### src/rtl/health_controller.sv
// Round-level health/damage controller: round-robin hit arbitration, saturating damage,
// per-victim invulnerability windows and the IDLE/FIGHT/KO round sequence.
//
// state | meaning
// ------+---------------------------------------------------------------
// IDLE  | healths held full, requests acked and dropped, wait round_start
// FIGHT | one hit serviced per cycle, round-robin between players
// KO    | requests acked and dropped, hold KO_HOLD_TICKS ticks then IDLE
module health_controller #(
    parameter int FULL_HEALTH   = 200,
    parameter int INVULN_TICKS  = 25,
    parameter int KO_HOLD_TICKS = 100
) (
    input  logic       clk,
    input  logic       reset,
    input  logic       tick,
    input  logic       round_start,
    input  logic       p1_hit_req,
    input  logic [7:0] p1_dmg,
    input  logic       p2_hit_req,
    input  logic [7:0] p2_dmg,
    output logic       p1_hit_ack,
    output logic       p2_hit_ack,
    output logic [8:0] p1_health,
    output logic [8:0] p2_health,
    output logic [1:0] state,
    output logic [1:0] winner
);
    localparam int IW = $clog2(INVULN_TICKS + 1);
    localparam int KW = $clog2(KO_HOLD_TICKS + 1);

    localparam logic [1:0] ST_IDLE  = 2'b00;
    localparam logic [1:0] ST_FIGHT = 2'b01;
    localparam logic [1:0] ST_KO    = 2'b10;

    localparam logic [8:0]    HEALTH_FULL = 9'(FULL_HEALTH);
    localparam logic [IW-1:0] INV_LOAD    = IW'(INVULN_TICKS);
    localparam logic [KW-1:0] KO_LOAD     = KW'(KO_HOLD_TICKS);

    logic [IW-1:0] p1_inv_cnt;
    logic [IW-1:0] p2_inv_cnt;
    logic [KW-1:0] ko_cnt;
    logic          ptr_p2;

    logic          p1_elig;
    logic          p2_elig;
    logic          serve_p1;
    logic          serve_p2;
    logic          hit_on_p1;
    logic          hit_on_p2;
    logic [8:0]    p1_next;
    logic [8:0]    p2_next;
    logic          ack1_d;
    logic          ack2_d;

    // A requester whose ack is high this cycle may still be holding req; ignore it.
    assign p1_elig  = p1_hit_req & ~p1_hit_ack;
    assign p2_elig  = p2_hit_req & ~p2_hit_ack;
    assign serve_p1 = (state == ST_FIGHT) & p1_elig & (~p2_elig | ~ptr_p2);
    assign serve_p2 = (state == ST_FIGHT) & p2_elig & (~p1_elig |  ptr_p2);

    // P1's hit lands on P2 and vice versa.
    assign hit_on_p2 = serve_p1 & (p2_inv_cnt == '0) & (p1_dmg != 8'd0);
    assign hit_on_p1 = serve_p2 & (p1_inv_cnt == '0) & (p2_dmg != 8'd0);
    assign p2_next   = ({1'b0, p1_dmg} >= p2_health) ? 9'd0 : p2_health - {1'b0, p1_dmg};
    assign p1_next   = ({1'b0, p2_dmg} >= p1_health) ? 9'd0 : p1_health - {1'b0, p2_dmg};

    always_comb begin
        ack1_d = 1'b0;
        ack2_d = 1'b0;
        if (state == ST_FIGHT) begin
            ack1_d = serve_p1;
            ack2_d = serve_p2;
        end else begin
            ack1_d = p1_elig;
            ack2_d = p2_elig;
        end
    end

    always_ff @(posedge clk) begin
        if (reset) begin
            state      <= ST_IDLE;
            winner     <= 2'b00;
            p1_health  <= HEALTH_FULL;
            p2_health  <= HEALTH_FULL;
            p1_hit_ack <= 1'b0;
            p2_hit_ack <= 1'b0;
            p1_inv_cnt <= '0;
            p2_inv_cnt <= '0;
            ko_cnt     <= '0;
            ptr_p2     <= 1'b0;
        end else begin
            p1_hit_ack <= ack1_d;
            p2_hit_ack <= ack2_d;
            if (tick && p1_inv_cnt != '0) p1_inv_cnt <= p1_inv_cnt - IW'(1);
            if (tick && p2_inv_cnt != '0) p2_inv_cnt <= p2_inv_cnt - IW'(1);

            case (state)
                ST_IDLE: begin
                    p1_health <= HEALTH_FULL;
                    p2_health <= HEALTH_FULL;
                    if (round_start) state <= ST_FIGHT;
                end
                ST_FIGHT: begin
                    if (serve_p1) ptr_p2 <= 1'b1;
                    if (serve_p2) ptr_p2 <= 1'b0;
                    if (hit_on_p2) begin
                        p2_health  <= p2_next;
                        p2_inv_cnt <= INV_LOAD;
                        if (p2_next == 9'd0) begin
                            state  <= ST_KO;
                            winner <= 2'b01;
                            ko_cnt <= KO_LOAD;
                        end
                    end
                    if (hit_on_p1) begin
                        p1_health  <= p1_next;
                        p1_inv_cnt <= INV_LOAD;
                        if (p1_next == 9'd0) begin
                            state  <= ST_KO;
                            winner <= 2'b10;
                            ko_cnt <= KO_LOAD;
                        end
                    end
                end
                ST_KO: begin
                    if (tick && ko_cnt != '0) ko_cnt <= ko_cnt - KW'(1);
                    if (tick && ko_cnt == KW'(1)) begin
                        state      <= ST_IDLE;
                        winner     <= 2'b00;
                        p1_health  <= HEALTH_FULL;
                        p2_health  <= HEALTH_FULL;
                        p1_inv_cnt <= '0;
                        p2_inv_cnt <= '0;
                    end
                end
                default: state <= ST_IDLE;
            endcase
        end
    end
endmodule

### config.mk
export PLATFORM = sky130hd
export DESIGN_NAME = health_controller
export DESIGN_NICKNAME = d
export VERILOG_FILES = /design/src/rtl/health_controller.sv
export SDC_FILE = /design/constraint.sdc
export NUM_CORES = 1
export LEC_CHECK = 0
export CAP_MARGIN = 30
export CORE_MARGIN = 2
export CORE_UTILIZATION = 30
export CTS_CLUSTER_SIZE = 14
export DETAILED_ROUTE_END_ITERATION = 6
export GPL_ROUTABILITY_DRIVEN = 0
export HOLD_SLACK_MARGIN = 0.02
export PLACE_DENSITY = 0.6
export SYNTH_ARGS = -nofsm -noshare
export SYNTH_HDL_FRONTEND = slang
export SYNTH_SLANG_ARGS = --single-unit
export TNS_END_PERCENT = 5
### constraint.sdc
create_clock -name clk -period 3 [get_ports clk]
set_clock_uncertainty 0.1 [all_clocks]
set_input_delay 0.3 -clock clk [delete_from_list [all_inputs] [get_ports clk]]
set_output_delay 0.3 -clock clk [all_outputs]
set_load 0.03 [all_outputs]
# == After elaboration in Yosys (flattened, before gate mapping) ==
# Cells that the tools add are included.
# classes
add_sub_neg,5
mul,0
div,0
n_lt_le_gt_ge,2
eq_ne,8
n_shift,0
mux,37
bitwise_logic,17
reduce_logical,23
# ops
cell,count
$pmux W9 S3,2
$mux W9,5
$mux W7,5
$mux W5,6
$mux W2,10
$pmux W5 S2,2
$ge A8 B9 Y1,2
$logic_not A9 Y1,2
$sub A9 B8 Y9,2
$reduce_bool A8 Y1,2
$pmux W7 S2,1
$and A1 B1 Y1,10
$logic_not A5 Y1,2
$ne A2 B2 Y1 const B,5
$reduce_bool A5 Y1,2
$sub A5 B1 Y5 const B,2
$reduce_and A2 Y1,4
$eq A7 B1 Y1 const B,1
$reduce_bool A7 Y1,1
$sub A7 B1 Y7 const B,1
$pmux W2 S3,1
$reduce_and A3 Y1,2
$not A1 Y1,5
$logic_and A1 B1 Y1,4
other kinds (8),13
# totals
register_bits,42
latchBits,0
ram_bits,0
rom_bits,0
inputBits,22
out_inout_bits,24
elab_cells,102
memories,0

# == Longest topological paths before layout ==
# depth
word_depth,11
mapped_depth,12
mapped_depth_nobuf,12

# == Worst setup path before layout ==
# OpenSTA, ideal clock, no wires.
# synth_path
path_type,flip-flop to flip-flop
startpoint,reg p1_health[0]
endpoint,reg ko_cnt[2]
setup_ns,0.087
arrival_ns,2.727
required_time_ns,2.813
setup_slack_ns,0.087
stages_incl_launch_ff,13
path_buffers,0
period_less_slack_ns,2.913
path_cell_list,dfxtp_1 > inv_1 > ha_1 > inv_1 > fa_1 > a211oi_2 > nor2_1 > xor2_1 > nor4b_2 > a41oi_1 > o22a_2 > a21o_4 > a221oi_2
# synth_via
elab_chain_cells,6
word_cells_on_any_way,7
classes_between,add/sub: 1; order compare: 1; mux: 4; reduce/logical: 1
# synth_rtl
item,line,source
start: declaration,24,"output logic [8:0] p1_health,"
start signal: assignment,117,p1_health <= p1_next;
$sub A9 B8 Y9 / $ge A8 B9 Y1 (equally long branches),66,"assign p1_next = ({1'b0, p2_dmg} >= p1_health) ? 9'd0 : p1_health - {1'b0, p2_dmg};"
$mux W9 *,66,
$logic_not A9 Y1 *,119,if (p1_next == 9'd0) begin
$mux W7 *,119,
$mux W7 *,116,if (hit_on_p1) begin
$pmux W7 S2 *,98,case (state)
end signal: assignment,127,if (tick && ko_cnt != '0) ko_cnt <= ko_cnt - KW'(1);
end: declaration,42,logic [KW-1:0] ko_cnt;
# Mark *: on every way between the ends. The rest lies on a longest branch, timed or not.
# A chain may end at the register's enable or synchronous reset.

# == Worst setup path after layout ==
# layout_path
startpoint,in p1_dmg[1]
endpoint,reg ko_cnt[5]
# layout_via
elab_chain_cells,8
word_cells_on_any_way,11
classes_between,add/sub: 1; order compare: 1; mux: 6; bitwise: 1; reduce/logical: 2
# layout_rtl
item,line,source
start: declaration,19,"input logic [7:0] p1_dmg,"
$sub A9 B8 Y9 / $ge A8 B9 Y1 (equally long branches),65,"assign p2_next = ({1'b0, p1_dmg} >= p2_health) ? 9'd0 : p2_health - {1'b0, p1_dmg};"
$mux W9,65,
$logic_not A9 Y1,110,if (p2_next == 9'd0) begin
$mux W7,110,
$mux W7 *,107,if (hit_on_p2) begin
$mux W7,119,
$mux W7 *,116,
$pmux W7 S2 *,98,
# Marked as above.

==> impl_metrics.json <==
{
  "grt_usage": 0.1590,
  "final.hold.worst_slack_ps": 381.2,
  "grt_pass1_wl_mm": 15.12,
  "cts_htree_levels": 2,
  "initial_core_util": 0.3040,
  "reg2reg_depth": 12,
  "critPathMaxFanout": 4,
  "syn_avg_cell_area_um2": 7.910,
  "period_needed_ps": 2976,
  "tritoncts": "done",
  "dieArea_mm2": 0.01174,
  "synth_cells": 413,
  "finalSetupTns_ps": 0,
  "synth_nets": 461,
  "cp-start-kind": "input pin",
  "cp-end-kind": "register",
  "holdPathEnd": "p1_inv_cnt[4]",
  "hold_depth": 2,
  "ioPinCount": 46,
  "cp_data_required_time_ps": 3110,
  "antenna_cells": 0,
  "maxCapViolations": 0,
  "wirelength_mm": 9.332,
  "min_from": "p1_inv_cnt[4]",
  "grt_antenna_before_repair": 0,
  "postSynth.asyncResetShare": 0,
  "wl_per_cell_um": 13.97,
  "pwr_density_cell_mw_per_mm2": 499.8,
  "regArea_um2": 843.3,
  "place_area_mm2": 0.004337,
  "yosysUniqueCellTypes": 69,
  "num_rows": 38,
  "slew_headroom": 0.5965,
  "fmax_ghz": 0.3360,
  "drc_errors": 0,
  "arrival_ps": 3090,
  "nFillCells": 1106,
  "worstReg2RegStart": "p2_health[0]",
  "cts_made_buffers": 5,
  "insertion_delay_ps": 300,
  "ant_nets": 0,
  "drive_gt1_frac": 0.2386,
  "grt_max_degree": 19,
  "grt_pass1_vias": 3272,
  "drt_pass1_iterations": 4,
  "fp.dieH_um": 108.4,
  "synth_top_area_cell": "dfxtp_1",
  "grt_overflow_total": 0,
  "clock-sinks": 42,
  "die_w_um": 108.4,
  "drt-vias-per-instance": 5.078,
  "ys_ff_latch": 42,
  "drt-initial-drc-count": 139,
  "outcome": "finished, final reports clean",
  "ys_seq_area_frac": 0.2574,
  "nets": 575,
  "yosysWarnings": 0,
  "timing.rr.end": "ko_cnt[5]",
  "dp_hpwl_mm": 7.481,
  "ir_drop_v": 0.0001985,
  "yosysMostFrequentCell": "dfxtp_1",
  "synth_edf_count": 0,
  "root_buffer": "clkbuf_8",
  "finalHoldViolCount": 0,
  "rsz0062_at_grt": "true",
  "finalCritPeriodShare": 0.9920,
  "worstSetupPathType": "input pin to register",
  "synthFlopType": "dfxtp_1",
  "p_leak_nw": 1.861,
  "cts_buffer_depth": 2,
  "multi_input_area_mm2": 0.002321,
  "synth_area_leaders": "dfxtp_1 (26%), ha_1 (9.2%), inv_1 (4.4%), nor2_1 (4.1%), a21oi_1 (3.8%)",
  "r2r_slack_ps": 60,
  "fp.coreArea_mm2": 0.01075,
  "syn_area_mm2": 0.003267,
  "tightest_slew_ps": 595.8,
  "area_growth_pct": 40.87,
  "via_count": 3392,
  "drv_slew": 0,
  "clk_pin_slew_ps": 90,
  "setup_viol": 0,
  "portBuffers": 45,
  "synth_top_area_share": 0.2574,
  "fin_area_mm2": 0.004602,
  "hold_path_class": "register to register",
  "synthTopCellsByCount": "dfxtp_1 (42), inv_1 (38), nor2_1 (36), nand2_1 (28), a21oi_1 (25)"
}
## where the power goes
group	total (mW)	switching, mW	internal, mW
clock	0.382	0.214	0.168
combinational	1.22	0.636	0.580
sequential	0.702	0.0719	0.630
## through the flow
stage / util / setup slack (ps) / cells / power (mW)
after global routing: 0.4283 / -79.96 / 668 / 2.468
final: 0.4283 / 24.00 / 668 / 2.300
after CTS: 0.4214 / 11.94 / 668 / 2.284
after detailed placement: 0.4036 / -417.1 / 653 / 1.852
after global placement: 0.4031 / -352.0 / 652 / 1.817
after floorplan: - / 86.77 / 413 / 1.421
## worst max-delay path by stage
stage,startpoint,to,cells after the start
6_report,p1_dmg[1],ko_cnt[5],11
5_1_grt,p1_health[0],ko_cnt[5],13
4_1_cts,p2_health[0],ko_cnt[5],12
3_5_place_dp,p2_dmg[0],ko_cnt[2],12
3_3_place_gp,p2_dmg[0],ko_cnt[5],12
2_1_floorplan,p1_health[0],ko_cnt[2],12
## worst max-delay path: stages
cell             delay, ps
clkdlybuf4s50_1        500
inv_2                   60
fa_2                   410
a211oi_4               300
nor3b_2                 80
mux2_4                 320
a211oi_4               280
a31oi_2                140
o22a_2                 220
a21o_4                 220
a221oi_2               240
## routing by layer
layer,vias to the layer above,wire length (um),track usage,part of all wire
met5,-,0,0,0
met3,11,291,0.02351,0.031
met2,53,4515,0.2808,0.48
li1,1745,-,-,-
met4,0,132,0.04396,0.014
met1,1583,4392,0.2009,0.47
## what timing repair did
item	in CTS	in global routing
pin swaps	13	8
hold endpoints to repair	0	0
setup endpoints to repair	4	10
gates resized for setup	14	16
hold buffers	0	0
buffers inserted	7	0
## sequential cells by signal, indices dropped and copies added, names as in the netlist
| register | cells |
|---|---|
| p2_inv_cnt | 5 |
| p2_hit_ack | 1 |
| p2_health | 9 |
| state | 2 |
| p1_inv_cnt | 5 |
| p1_hit_ack | 1 |
| p1_health | 9 |
| ko_cnt | 7 |
| ptr_p2 | 1 |
| winner | 2 |
## cell families (layout without fill, tap and decap cells)
logic type / after synthesis / count (layout) / synth area share
xor+xnor: 13 / 13 / 0.03485
flops: 42 / 42 / 0.2574
simple gates: 162 / 162 / 0.2689
compound gates: 114 / 114 / 0.2601
buf+inv: 54 / 169 / 0.06779
fa+ha+maj: 26 / 26 / 0.1042
mux: 2 / 2 / 0.006893
## layout by cell type, fill, tap and decap left out, types with 8 or more instances in the layout
master and instances:
ha_1 20, nor3b_1 9, nand2b_1 8, and3_1 8
nor3_1 11, nor2_1 35, a22oi_1 8, clkdlybuf4s50_1 42
nand2_1 28, dfxtp_1 40, nand3_1 18, nor2b_1 14
inv_1 34, o21ai_0 13, xor2_1 9, buf_4 75
a21oi_1 25
## area by class of cell
type | count | area share
clock buffers | 5 | 0.01495
clock inverters | 3 | 0.005438
inverters | 40 | 0.03263
multi-input cells | 317 | 0.5044
flip-flops and latches | 42 | 0.1833
well taps | 140 | 0.03806
repair buffers | 121 | 0.2213
Power figures use the tool's default switching activity.
==> RTL change: new RTL, same flow settings <==
`KO_HOLD_TICKS`: 100 -> 150.
--- a/src/rtl/health_controller.sv
+++ b/src/rtl/health_controller.sv
@@ -9,7 +9,7 @@
 module health_controller #(
     parameter int FULL_HEALTH   = 200,
     parameter int INVULN_TICKS  = 25,
-    parameter int KO_HOLD_TICKS = 100
+    parameter int KO_HOLD_TICKS = 150
 ) (
     input  logic       clk,
     input  logic       reset,
Function: same outputs for any inputs over 10 cycles, from zero or initial values and one cycle with reset high; that may be too few to reach the edited logic, so the function may still have changed.
==> RTL change against the unedited design <==
- wire length increased by 3.4%
- synthesized area decreased by 2.0%
- total power increased by 0.33%
- setup slack improved by 0.016 ns
- design area decreased by 3.1%
- clock power increased by 5%
- die area decreased by 2.0%
- sequential cell count increased by 1
- maximum frequency increased by 0.54%
- worst hold slack improved by 0.0065 ns
- sequential share of layout area increased by 1.0 points
- register-to-register slack got worse by 0.02 ns
- critical endpoint is now ko_cnt[7]
==> RTL change: results (changes against the unedited design) <==
- Status: complete, no violations (unchanged)
- Iter 0 DRT Violations: 130 (was 139)
- Mapped Nets: 456 (was 461)
- Count of cell types in the netlist: 66 (was 69)
- Gr usage total: 17.3% (was 15.9%)
- Peak supply drop: 0.249 mV (was 0.198 mV)
- Final nets: 563 (was 575)
- Most frequent cells after synthesis: dfxtp_1 (43), nor2_1 (40), inv_1 (38), a21oi_1 (28) (was dfxtp_1 (42), inv_1 (38), nor2_1 (36), nand2_1 (28), a21oi_1 (25))
- Hold Path Cell Cnt: 2 (unchanged)
- Hold Crit Class: register to register (unchanged)
- Hold WS: 0.388 ns (was 0.381 ns)
- Seq pwr: 0.727 mW (was 0.702 mW)
- Fraction of registers with async set/reset: 0% (unchanged)
- Setup ws final: 0.0398 ns (was 0.0240 ns)
- Post-synthesis area per instance: 7.84 µm² (was 7.91 µm²)
- Vias per inst: 5.24 (was 5.08)
- Placed Cells incl. Taps: 639 (was 653)
- Grt met3 use: 1.94% (was 2.35%)
- Placed cell area: 4260 µm² (was 4340 µm²)
- DR pass1 iterations: 4 (unchanged)
- Leak: 1.86 nW (about the same)
- Clk slew on worst S/H paths: 0.10 ns
- Ranking of synthesized cells by area: dfxtp_1 (27%), ha_1 (9.4%), nor2_1 (4.7%) (was dfxtp_1 (26%), ha_1 (9.2%), inv_1 (4.4%))
- P_sw: 0.943 mW (was 0.921 mW)
- Fraction of layout cells with a size suffix above 1: 19.0% (was 23.9%)
- Vias in the first global route: 3,462 (was 3,272)
- Largest net degree at the start of global routing: 34 (was 19)
- Routed via count: 3,417 (was 3,392)
- Largest regs: p1_health x9, p2_health x9, ko_cnt x8 (was p1_health x9, p2_health x9, ko_cnt x7)
- Dpl ws: -0.558 ns (was -0.417 ns)
- Post-synth top flop: dfxtp_1 (unchanged)
- Combinational share of power: 51.1% (was 52.9%)
- Critical Path AT: 3.07 ns (was 3.09 ns)
- Cells on worst reg2reg path: 13 (was 12)
- Setup_tns: 0 ns (unchanged)
- DP HPWL: 7210 µm (was 7480 µm)
- Pwr dens: 517 nW/µm² (was 500 nW/µm²)
- Met1 Usage GRT: 21.4% (was 20.1%)
- Global-route wire length before repair: 16,200 µm (was 15,100 µm)
- Worst-path maximum fanout: 5 (was 4)
- Routed WL: 9650 µm (was 9330 µm)
- Cts repair resizes: 6 (was 14)
- Setup bufs post-CTS: 1 (was 7)
- Worst-margin pin slew: 0.643 ns (was 0.596 ns)
- Clock tree buffer depth: 2 (unchanged)
- Sequential share of the synthesized area: 26.9% (was 25.7%)
- Global Route met2 Usage: 31.0% (was 28.1%)
-- RTL change: cell types whose count changed after synthesis, sizes merged, moves of 5 or more --
| cell | unedited run | this run |
|---|---|---|
| mux2i | 0 | 6 |
| clkbuf | 8 | 15 |
| nor2b | 15 | 3 |
| a31oi | 4 | 9 |
| nor3b | 10 | 5 |
| a21o | 3 | 9 |
-- RTL change: cells by family after synthesis --
group | Yosys count | synth area share [%]
xor+xnor | 15 | 4.10
fa+ha+maj | 26 | 10.6
buf+inv | 56 | 6.84
compound gates | 120 | 26.2
flops | 43 | 26.9
simple gates | 142 | 23.4
mux | 6 | 1.88
-- RTL change: per-layer routing --
metal	share of wire, %	up-vias
met5	0	-
met1	45	1627
met2	49	67
met4	2.0	0
met3	3.2	14
li1	-	1709
-- RTL change: worst max-delay path, cell delays in order (launching register included) --
cell,delay [ns]
dfxtp_2,0.33
inv_1,0.05
ha_2,0.15
inv_1,0.05
fa_2,0.41
a211oi_2,0.25
buf_4,0.16
nor3_2,0.04
mux2i_2,0.16
a2111oi_4,0.36
nor4_4,0.12
buf_4,0.16
a211o_4,0.36
a21o_1,0.16
-- RTL change: final cells by class --
| type | instances | area, µm² |
|---|---|---|
| sequential | 43 | 862 |
| multi-input combinational | 310 | 2200 |
| clock inverter | 3 | 23.8 |
| inverter | 39 | 146 |
| fill | 1012 | 5860 |
| tap | 136 | 170 |
| timing repair buffer | 116 | 986 |
| clock buffer | 5 | 68.8 |
-- RTL change: path summary, 6_finish.rpt --
kind / start / end
min: p2_inv_cnt[4] / p2_inv_cnt[4]
max reg2reg: p2_health[0] / ko_cnt[7]
min reg2reg: p2_inv_cnt[4] / p2_inv_cnt[4]
max: p2_health[0] / ko_cnt[7]
